==> src/rtl/booth_seq_multiplier_pkg.sv <==
// Shared definitions for the sequential Booth multiplier.
//   state_e      : controller states (IDLE, CALC, DONE)
//   booth_op_e   : operation selected by one radix-2 Booth step
//   booth_decode : maps {Q[0], q-1} onto the Booth operation
package booth_seq_multiplier_pkg;

  typedef enum logic [1:0] {
    IDLE = 2'd0,
    CALC = 2'd1,
    DONE = 2'd2
  } state_e;

  typedef enum logic [1:0] {
    OP_NOP = 2'd0,
    OP_ADD = 2'd1,
    OP_SUB = 2'd2
  } booth_op_e;

  // 01 -> end of a run of ones: add M; 10 -> start of a run: subtract M.
  function automatic booth_op_e booth_decode(input logic q0, input logic q_m1);
    case ({q0, q_m1})
      2'b01:   return OP_ADD;
      2'b10:   return OP_SUB;
      default: return OP_NOP;
    endcase
  endfunction

endpackage

==> src/rtl/booth_seq_multiplier_if.sv <==
// Start/busy/done handshake bundle for booth_seq_multiplier.
//   i_start         : request, taken only while the multiplier is not busy
//   iv_multiplicand : signed M, captured on the accepting edge
//   iv_multiplier   : signed Q, captured on the accepting edge
//   o_busy          : high while iterating
//   o_done          : one-cycle pulse when ov_product is valid
//   ov_product      : signed full-width product, held until the next completion
// master = requester side, slave = multiplier side.
interface booth_seq_multiplier_if #(
  parameter int DATA_WIDTH = 16
);

  logic                      i_start;
  logic [DATA_WIDTH-1:0]     iv_multiplicand;
  logic [DATA_WIDTH-1:0]     iv_multiplier;
  logic                      o_busy;
  logic                      o_done;
  logic [2*DATA_WIDTH-1:0]   ov_product;

  modport master (
    output i_start, iv_multiplicand, iv_multiplier,
    input  o_busy, o_done, ov_product
  );

  modport slave (
    input  i_start, iv_multiplicand, iv_multiplier,
    output o_busy, o_done, ov_product
  );

endinterface

==> src/rtl/booth_seq_multiplier_cla.sv <==
// carry_lookahead_adder: purely combinational WIDTH-bit adder with carry in.
//   i_a, i_b : addends
//   i_cin    : carry into bit 0
//   o_sum    : WIDTH-bit sum; the final carry out is not produced because
//              the Booth accumulator never needs it
module carry_lookahead_adder #(
  parameter int WIDTH = 17
) (
  input  logic [WIDTH-1:0] i_a,
  input  logic [WIDTH-1:0] i_b,
  input  logic             i_cin,
  output logic [WIDTH-1:0] o_sum
);

  logic [WIDTH-1:0] carry;

  // Carries from generate (a&b) and propagate (a^b) terms; synthesis is free
  // to flatten this recurrence into lookahead groups.
  always_comb begin
    carry    = '0;
    carry[0] = i_cin;
    for (int i = 0; i < WIDTH - 1; i++) begin
      carry[i+1] = (i_a[i] & i_b[i]) | ((i_a[i] ^ i_b[i]) & carry[i]);
    end
  end

  assign o_sum = i_a ^ i_b ^ carry;

endmodule

==> src/rtl/booth_seq_multiplier.sv <==
// booth_seq_multiplier: iterative radix-2 Booth signed multiplier that reuses
// one (DATA_WIDTH+1)-bit carry_lookahead_adder for DATA_WIDTH cycles.
//   i_clk   : rising-edge clock
//   i_rst_n : asynchronous active-low reset
//   bus     : slave side of booth_seq_multiplier_if (start/operands in,
//             busy/done/product out)
module booth_seq_multiplier
  import booth_seq_multiplier_pkg::*;
#(
  parameter int DATA_WIDTH = 16
) (
  input  logic                  i_clk,
  input  logic                  i_rst_n,
  booth_seq_multiplier_if.slave bus
);

  localparam int CW = $clog2(DATA_WIDTH) + 1;

  state_e                  state_q, state_d;
  logic [DATA_WIDTH:0]     m_q, m_d;
  logic [DATA_WIDTH:0]     a_q, a_d;
  logic [DATA_WIDTH-1:0]   q_q, q_d;
  logic                    qm1_q, qm1_d;
  logic [CW-1:0]           count_q, count_d;
  logic [2*DATA_WIDTH-1:0] product_q, product_d;

  booth_op_e               op;
  logic [DATA_WIDTH:0]     add_b;
  logic                    add_cin;
  logic [DATA_WIDTH:0]     sum;
  logic                    accept;
  logic                    last_step;

  // A request is taken in IDLE and in DONE (back-to-back), never in CALC.
  assign accept    = bus.i_start && (state_q != CALC);
  assign last_step = (state_q == CALC) && (count_q == CW'(DATA_WIDTH - 1));

  // State register together with the datapath registers.
  always_ff @(posedge i_clk or negedge i_rst_n) begin
    if (!i_rst_n) begin
      state_q   <= IDLE;
      m_q       <= '0;
      a_q       <= '0;
      q_q       <= '0;
      qm1_q     <= 1'b0;
      count_q   <= '0;
      product_q <= '0;
    end else begin
      state_q   <= state_d;
      m_q       <= m_d;
      a_q       <= a_d;
      q_q       <= q_d;
      qm1_q     <= qm1_d;
      count_q   <= count_d;
      product_q <= product_d;
    end
  end

  // Next-state logic.
  always_comb begin
    state_d = state_q;
    case (state_q)
      IDLE:    if (bus.i_start) state_d = CALC;
      CALC:    if (last_step)   state_d = DONE;
      DONE:    state_d = bus.i_start ? CALC : IDLE;
      default: state_d = IDLE;
    endcase
  end

  // b-select mux feeding the shared adder; subtract is ~M with carry in.
  always_comb begin
    op      = booth_decode(q_q[0], qm1_q);
    add_b   = '0;
    add_cin = 1'b0;
    case (op)
      OP_ADD:  add_b = m_q;
      OP_SUB:  begin
        add_b   = ~m_q;
        add_cin = 1'b1;
      end
      default: add_b = '0;
    endcase
  end

  carry_lookahead_adder #(
    .WIDTH (DATA_WIDTH + 1)
  ) u_adder (
    .i_a   (a_q),
    .i_b   (add_b),
    .i_cin (add_cin),
    .o_sum (sum)
  );

  // Operand capture and the Booth step. The shift moves {sum, Q, q-1} right
  // by one with sum's MSB replicated, so the final product is simply
  // {sum, Q[DATA_WIDTH-1:1]} of the last step.
  always_comb begin
    m_d       = m_q;
    a_d       = a_q;
    q_d       = q_q;
    qm1_d     = qm1_q;
    count_d   = count_q;
    product_d = product_q;
    if (accept) begin
      m_d     = {bus.iv_multiplicand[DATA_WIDTH-1], bus.iv_multiplicand};
      q_d     = bus.iv_multiplier;
      a_d     = '0;
      qm1_d   = 1'b0;
      count_d = '0;
    end else if (state_q == CALC) begin
      a_d     = {sum[DATA_WIDTH], sum[DATA_WIDTH:1]};
      q_d     = {sum[0], q_q[DATA_WIDTH-1:1]};
      qm1_d   = q_q[0];
      count_d = count_q + CW'(1);
      if (last_step) begin
        product_d = {sum, q_q[DATA_WIDTH-1:1]};
      end
    end
  end

  // Outputs come straight from registers.
  assign bus.o_busy     = (state_q == CALC);
  assign bus.o_done     = (state_q == DONE);
  assign bus.ov_product = product_q;

endmodule

==> src/flat_wrapper.sv <==
// flat-port wrapper written by rule: the top's interface ports become plain ports
module booth_seq_multiplier_flat import booth_seq_multiplier_pkg::*;
#(
  parameter int DATA_WIDTH = 16
)
  (i_clk, i_rst_n, bus_i_start, bus_iv_multiplicand, bus_iv_multiplier, bus_o_busy, bus_o_done, bus_ov_product);
  booth_seq_multiplier_if #(.DATA_WIDTH(DATA_WIDTH)) bus_i ();
  input  logic i_clk;
  input  logic i_rst_n;
  input wire logic [$bits(bus_i.i_start)-1:0] bus_i_start;
  input wire logic [$bits(bus_i.iv_multiplicand)-1:0] bus_iv_multiplicand;
  input wire logic [$bits(bus_i.iv_multiplier)-1:0] bus_iv_multiplier;
  output wire logic [$bits(bus_i.o_busy)-1:0] bus_o_busy;
  output wire logic [$bits(bus_i.o_done)-1:0] bus_o_done;
  output wire logic [$bits(bus_i.ov_product)-1:0] bus_ov_product;
  assign bus_i.i_start = bus_i_start;
  assign bus_i.iv_multiplicand = bus_iv_multiplicand;
  assign bus_i.iv_multiplier = bus_iv_multiplier;
  assign bus_o_busy = bus_i.o_busy;
  assign bus_o_done = bus_i.o_done;
  assign bus_ov_product = bus_i.ov_product;
  booth_seq_multiplier #(.DATA_WIDTH(DATA_WIDTH)) u_core (.i_clk(i_clk), .i_rst_n(i_rst_n), .bus(bus_i));
endmodule
==> config.mk <==
export PLATFORM = sky130hd
export DESIGN_NAME = booth_seq_multiplier_flat
export DESIGN_NICKNAME = d
export VERILOG_FILES = /design/src/rtl/booth_seq_multiplier_pkg.sv /design/src/rtl/booth_seq_multiplier_if.sv /design/src/rtl/booth_seq_multiplier_cla.sv /design/src/rtl/booth_seq_multiplier.sv /design/src/flat_wrapper.sv
export SDC_FILE = /design/constraint.sdc
export NUM_CORES = 1
export LEC_CHECK = 0
export ABC_AREA = 1
export BUFFER_PORTS_ARGS = -buffer_cell sky130_fd_sc_hd__buf_2
export CAP_MARGIN = 20
export CORE_MARGIN = 4
export CORE_UTILIZATION = 40
export DETAILED_ROUTE_END_ITERATION = 10
export GPL_TIMING_DRIVEN = 0
export SLEW_MARGIN = 20
export SYNTH_ARGS = -nofsm -noshare
export SYNTH_HDL_FRONTEND = slang
export SYNTH_SLANG_ARGS = --single-unit
==> constraint.sdc <==
create_clock -name i_clk -period 12.9 [get_ports i_clk]
set_input_delay 2.58 -clock i_clk [delete_from_list [all_inputs] [get_ports i_clk]]
set_output_delay 2.58 -clock i_clk [all_outputs]
set_load 0.005 [all_outputs]
==> out/results.ini, run 1 <==
[run_status]
outcome=complete, no violations

[global_route]
grt_first_pass_wirelength_mm=15.2
grt_max_degree=49
first_global_vias=3059
grt.total_usage=0.169
grt-ovfl-total=0
antenna_found_initial=0

[yosys]
synth-edff-count=0
synthSimpleGateAreaFrac=0.213
ys_ff_latch=88
synth_compound_gate_area_share=0.0763
ys_types=18
ys_warn_count=0
synth_top_area_frac=0.555
synthMuxAreaShare=0
syn_area_per_cell_um2=9.34
synth_cells=425
synthTopCellsByCount=nand2_1 (152), dfrtp_1 (88), nand3_1 (33), inv_1 (28), o21ai_0 (22)
synth_area_leaders=dfrtp_1 (55%), nand2_1 (14%), fa_1 (8.6%)
yosysMostFrequentCell=nand2_1
yosysSeqAreaShare=0.555
yosys.area_share.adder=0.0921
syn_nets=479
synth_top_family_by_area=simple AND/OR/NAND/NOR gates
synthArstFlopShare=1.00
synth_xor_area_frac=0
yosys.area.top_type=dfrtp_1
netlist_area_um2=3970
ys.flop_type=dfrtp_1

[sta]
setup-tns-final_ps=0
hold_viol_final=0
final_max_slew_viol_count=0
period_minus_slack_ps=8030
clock-skew-final_ps=13.5
fin_ws_ps=4870
max_freq_mhz=125
tightest_slew_ps=620
setup_viol=0
rsz0062_at_grt=false
relSlewSlack=0.587
period_share=0.622

[final_layout]
drive_gt1_frac=0.216
final_cells=643
area_growth_syn_to_layout_pct=19.0
n_antenna_cell=0
nets=559

[pwr]
p_leak_nw=2.36
p_clk_frac=0.174
power_switching_uw=489
p_int_uw=756
power_density_nw_per_um2=264
p_seq_frac=0.383
combPwrFrac=0.443
p_sw_frac=0.393
ir_drop_uv=124

[clock_tree]
post_cts_buffers=0
cts_tree=yes
clk_pin_slew_ps=100
cts.sinks=88
cts-root-buf=clkbuf_8
htree_num_levels=3
cts_resized=0
clk_path_buf_depth=2
hold_buffers=0
cts_buffers=9
clock_latency_ps=360

[worst_setup_path]
crit_family=adder cells
worstPathCellList=nor2_1 > buf_2 > a21oi_1 > fa_1 > fa_1 > fa_1 > fa_1 > fa_1 > fa_1 > fa_1 > fa_1 > fa_1 > fa_1 > fa_1 > fa_1 > fa_1 > fa_1 > fa_1 > inv_1 > fa_1 > inv_1 > o21ai_0
r2r_slack_ps=4870
startpoint=u_core.q_q[0]$_DFFE_PN0P_
reg2reg_depth=22
crit_type=register to register
crit_path_end_kind=register
cp.required_ps=13130
cp-start-kind=register
worstReg2RegEnd=u_core.bus.ov_product[30]$_DFFE_PN0P_
cp_common_cell=fa_1
max_stage_delay_ps=430
path_max_fanout=10
cp-endpoint=u_core.bus.ov_product[30]$_DFFE_PN0P_
r2r-start=u_core.q_q[0]$_DFFE_PN0P_
arrival_ps=8260
slowest_stage=dfrtp_1
path_depth=22
path_buf_inv=3

[placement]
hpwl_mm=6.51
placed_cells=627
portBuffers=68
preCtsSetupSlack_ps=4820
place_congestion=0.776

[detailed_routing]
drtAntennaViolNets=0
viasPerCell=4.72
drt-total-wl_mm=8.98
wl_per_cell_um=14.0
drt-initial-drc-count=171
first_pass_iters=4
via_count=3034
drc_errors=0

[floorplanning]
io_pins=69
row_count=36
dieArea_um2=11600
die_y_um=108
initial_core_util=0.408
core_um2=9730
fp.dieW_um=108

[hold_path]
hold_class=register to register

[run]
drv_cap=0

-- state kept, by name, indices dropped and copies added, names as in the netlist --
name	count
u_core.a_q	16
u_core.bus.ov_product	32
u_core.count_q	5
u_core.m_q	16
u_core.q_q	16
u_core.qm1_q	1
u_core.state_q	2
-- worst min path at each step --
| stage | startpoint | to | slack (ps) | depth (start not counted) |
|---|---|---|---|---|
| after global placement | u_core.bus.ov_product[11]$_DFFE_PN0P_ | u_core.bus.ov_product[11]$_DFFE_PN0P_ | 460 | 2 |
| after floorplan | u_core.q_q[11]$_DFFE_PN0P_ | u_core.bus.ov_product[10]$_DFFE_PN0P_ | 460 | 2 |
| final | u_core.bus.ov_product[9]$_DFFE_PN0P_ | u_core.bus.ov_product[9]$_DFFE_PN0P_ | 480 | 2 |
| after detailed placement | u_core.bus.ov_product[9]$_DFFE_PN0P_ | u_core.bus.ov_product[9]$_DFFE_PN0P_ | 460 | 2 |
| after CTS | u_core.bus.ov_product[9]$_DFFE_PN0P_ | u_core.bus.ov_product[9]$_DFFE_PN0P_ | 490 | 2 |
| after global routing | u_core.bus.ov_product[4]$_DFFE_PN0P_ | u_core.bus.ov_product[4]$_DFFE_PN0P_ | 510 | 2 |
-- cells in the final DEF, fill, tap and decap left out --
master / netlist / final
o21ai_0: 22 / 22
buf_12: 0 / 1
dfrtp_1: 88 / 88
clkinv_4: 0 / 2
nand2_2: 2 / 2
nand3_1: 33 / 33
bufinv_16: 0 / 2
ha_1: 2 / 2
buf_2: 8 / 75
a21oi_1: 16 / 16
nand2_1: 152 / 152
fa_1: 17 / 17
inv_6: 0 / 2
or2_2: 1 / 1
buf_6: 3 / 3
clkinvlp_4: 0 / 1
nor2_4: 1 / 1
clkbuf_1: 3 / 3
buf_4: 7 / 8
clkbuf_8: 0 / 9
inv_2: 3 / 3
o22ai_1: 18 / 18
nor2_1: 21 / 21
inv_1: 28 / 28
-- logic make-up after synthesis --
kind of cell | Yosys count
DFF | 88
adders and majority gates | 19
AOI/OAI and AO/OA | 56
buffers and inverters | 52
and+or+nand+nor | 210
-- routing by layer --
| layer | up-vias | track usage | share of wire |
|---|---|---|---|
| li1 | 1509 | - | - |
| met1 | 1445 | 0.236 | 0.45 |
| met2 | 68 | 0.262 | 0.49 |
| met3 | 12 | 0.0354 | 0.045 |
| met4 | 0 | 0.0577 | 0.015 |
| met5 | - | 0 | 0 |
-- through the flow --
stage / power (mW) / area [um^2] / util / hold WS (ps)
floorplan: 0.859 / 3970 / - / 464
global placement: 1.02 / 4480 / 0.460 / 460
detailed placement: 1.04 / 4500 / 0.462 / 460
CTS: 1.26 / 4720 / 0.486 / 486
global route: 1.38 / 4720 / 0.486 / 507
finish: 1.25 / 4720 / 0.486 / 480
-- power by group through the flow --
stage	Sequential (mW)	Combinational (mW)	Clock (mW)
floorplan	0.471	0.388	0
global placement	0.479	0.538	0
detailed placement	0.483	0.559	0
CTS	0.478	0.563	0.223
global route	0.495	0.648	0.236
finish	0.477	0.552	0.217
-- area by class of cell --
class	instances	area, um^2
clock buffer	9	124
fill	976	5000
inverter	31	116
tap	133	166
clock inverter	7	103
sequential	88	2200
buffer	21	138
multi-input combinational	285	1510
timing repair buffer	69	363
-- worst reg2reg max path, cell delays in order, from the launching register on --
cell	delay (ps)
dfrtp_1	430
nor2_1	410
buf_2	320
a21oi_1	110
fa_1	390
fa_1	420
fa_1	410
fa_1	390
fa_1	400
fa_1	390
fa_1	380
fa_1	390
fa_1	390
fa_1	400
fa_1	390
fa_1	410
fa_1	400
fa_1	400
fa_1	360
inv_1	110
fa_1	420
inv_1	80
o21ai_0	90
(Power assumes the default switching activity.)
==> run 2: changes to the inputs <==
==> constraint.sdc (replaced) <==
create_clock -name i_clk -period 7.6 [get_ports i_clk]
set_input_delay 1.52 -clock i_clk [delete_from_list [all_inputs] [get_ports i_clk]]
set_output_delay 1.52 -clock i_clk [all_outputs]
set_load 0.005 [all_outputs]
==> out/results.ini, run 2 (same netlist as run 1, synthesis figures left out) <==
[clock_tree]
cts-root-buf=clkbuf_8
htree_num_levels=3
cts_buffers=9
clock_latency_ps=360
clk_pin_slew_ps=100
cts_tree=yes
clk_path_buf_depth=2
cts.sinks=88

[sta]
tightest_slew_ps=622
setup_viol=0
final_max_slew_viol_count=0
rsz0062_at_grt=false
hold_viol_final=0
relSlewSlack=0.585
setup-tns-final_ps=0
period_minus_slack_ps=7320
period_share=0.963
max_freq_mhz=137
fin_ws_ps=283
clock-skew-final_ps=9.38

[pwr]
power_switching_uw=845
ir_drop_uv=218
combPwrFrac=0.451
p_sw_frac=0.393
p_int_mw=1.31
p_seq_frac=0.377
power_mw=2.15
p_clk_frac=0.172
p_leak_nw=2.38
power_density_nw_per_um2=450

[floorplanning]
die_y_um=108
fp.dieW_um=108
initial_core_util=0.408
io_pins=69
core_um2=9730
dieArea_um2=11600
row_count=36

[worst_setup_path]
arrival_ps=7550
cp-start-kind=register
crit_path_end_kind=register
crit_family=adder cells
cp.required_ps=7840
cp_common_cell=fa_1
slowest_stage=dfrtp_2
crit_type=register to register
path_buf_inv=3
path_max_fanout=10
worstPathCellList=nor2_4 > buf_6 > a21oi_1 > fa_1 > fa_2 > fa_1 > fa_1 > fa_1 > fa_1 > fa_1 > fa_2 > fa_1 > fa_1 > fa_1 > fa_2 > fa_1 > fa_2 > fa_1 > inv_2 > fa_1 > inv_1 > o21ai_0
max_stage_delay_ps=440

[final_layout]
nets=562
drive_gt1_frac=0.238
area_growth_syn_to_layout_pct=20.5
n_antenna_cell=0
largest_reg_flops=32
layout_commonest_cell=nand2_1
mostFrequentLayoutCells=nand2_1 (151), dfrtp_1 (87), buf_2 (73)
n_fill_cell=969

[placement]
preCtsSetupSlack_ps=-475
portBuffers=68
place_congestion=0.776
hpwl_mm=6.51

[global_route]
grt-ovfl-total=0
antenna_found_initial=0
grt_first_pass_wirelength_mm=15.3
first_global_vias=3086
grt_max_degree=49
grt.total_usage=0.171

[detailed_routing]
wl_per_cell_um=14.0
first_pass_iters=4
drt-total-wl_mm=9.05
viasPerCell=4.73
drc_errors=0
drtAntennaViolNets=0
via_count=3056
drt-initial-drc-count=156

[hold_path]
hold_class=register to register

[run_status]
outcome=complete, no violations

[run]
drv_cap=0

## run 2: area by class of cell
cell class,instances,area (um^2),area share
Buffer,20,139,0.0290
Clock inverter,7,103,0.0215
Clock buffer,9,124,0.0259
Sequential cell,88,2200,0.461
Timing Repair Buffer,73,393,0.0822
Tap cell,133,166,0.0348
Inverter,31,116,0.0243
Multi-Input combinational cell,285,1540,0.322
## run 2: worst paths after layout
| path | from | endpoint | slack (ps) | cells past startpoint |
|---|---|---|---|---|
| max | u_core.q_q[0]$_DFFE_PN0P_ | u_core.bus.ov_product[30]$_DFFE_PN0P_ | 280 | 22 |
| min | u_core.bus.ov_product[9]$_DFFE_PN0P_ | u_core.bus.ov_product[9]$_DFFE_PN0P_ | 480 | 2 |
| max reg2reg | u_core.q_q[0]$_DFFE_PN0P_ | u_core.bus.ov_product[30]$_DFFE_PN0P_ | 280 | 22 |
| min reg2reg | u_core.bus.ov_product[9]$_DFFE_PN0P_ | u_core.bus.ov_product[9]$_DFFE_PN0P_ | 480 | 2 |
| max in group asynchronous | i_rst_n | u_core.a_q[9]$_DFFE_PN0P_ | 5790 | 2 |
| min in group asynchronous | i_rst_n | u_core.bus.ov_product[10]$_DFFE_PN0P_ | 1170 | 1 |
## run 2: tightest hold or removal path, cell delays in order (launching register included)
cell,delay (ps)
dfrtp_1,350
nand2_1,50
nand2_1,50
## run 2: through the flow
step | util | instance area, um^2 | hold slack (ps) | instances
2_1_floorplan | - | 3970 | 464 | 425
3_3_place_gp | 0.460 | 4480 | 460 | 626
3_5_place_dp | 0.462 | 4500 | 460 | 627
4_1_cts | 0.490 | 4770 | 486 | 646
5_1_grt | 0.492 | 4780 | 507 | 646
6_report | 0.492 | 4780 | 480 | 646
## run 2: power by group through the flow
stage               combinational, mW  sequential (mW)  clock [mW]
global placement                0.913            0.814           0
floorplan                       0.658            0.800           0
detailed placement              0.949            0.820           0
global route                     1.14            0.842       0.399
finish                          0.970            0.811       0.371
CTS                             0.978            0.812       0.379
## run 2: metal layers
metal	global-route usage	vias up	wire length, um
li1	-	1520	-
met1	0.239	1460	4170
met2	0.266	61	4360
met3	0.0354	15	371
met4	0.0586	0	149
met5	0	-	0
## run 2: timing repair
item                       in CTS  in global routing
buffers inserted                4                  0
hold buffers                    0                  0
pin swaps                       2                  0
setup endpoints to repair       6                  2
gates resized for setup         7                  6
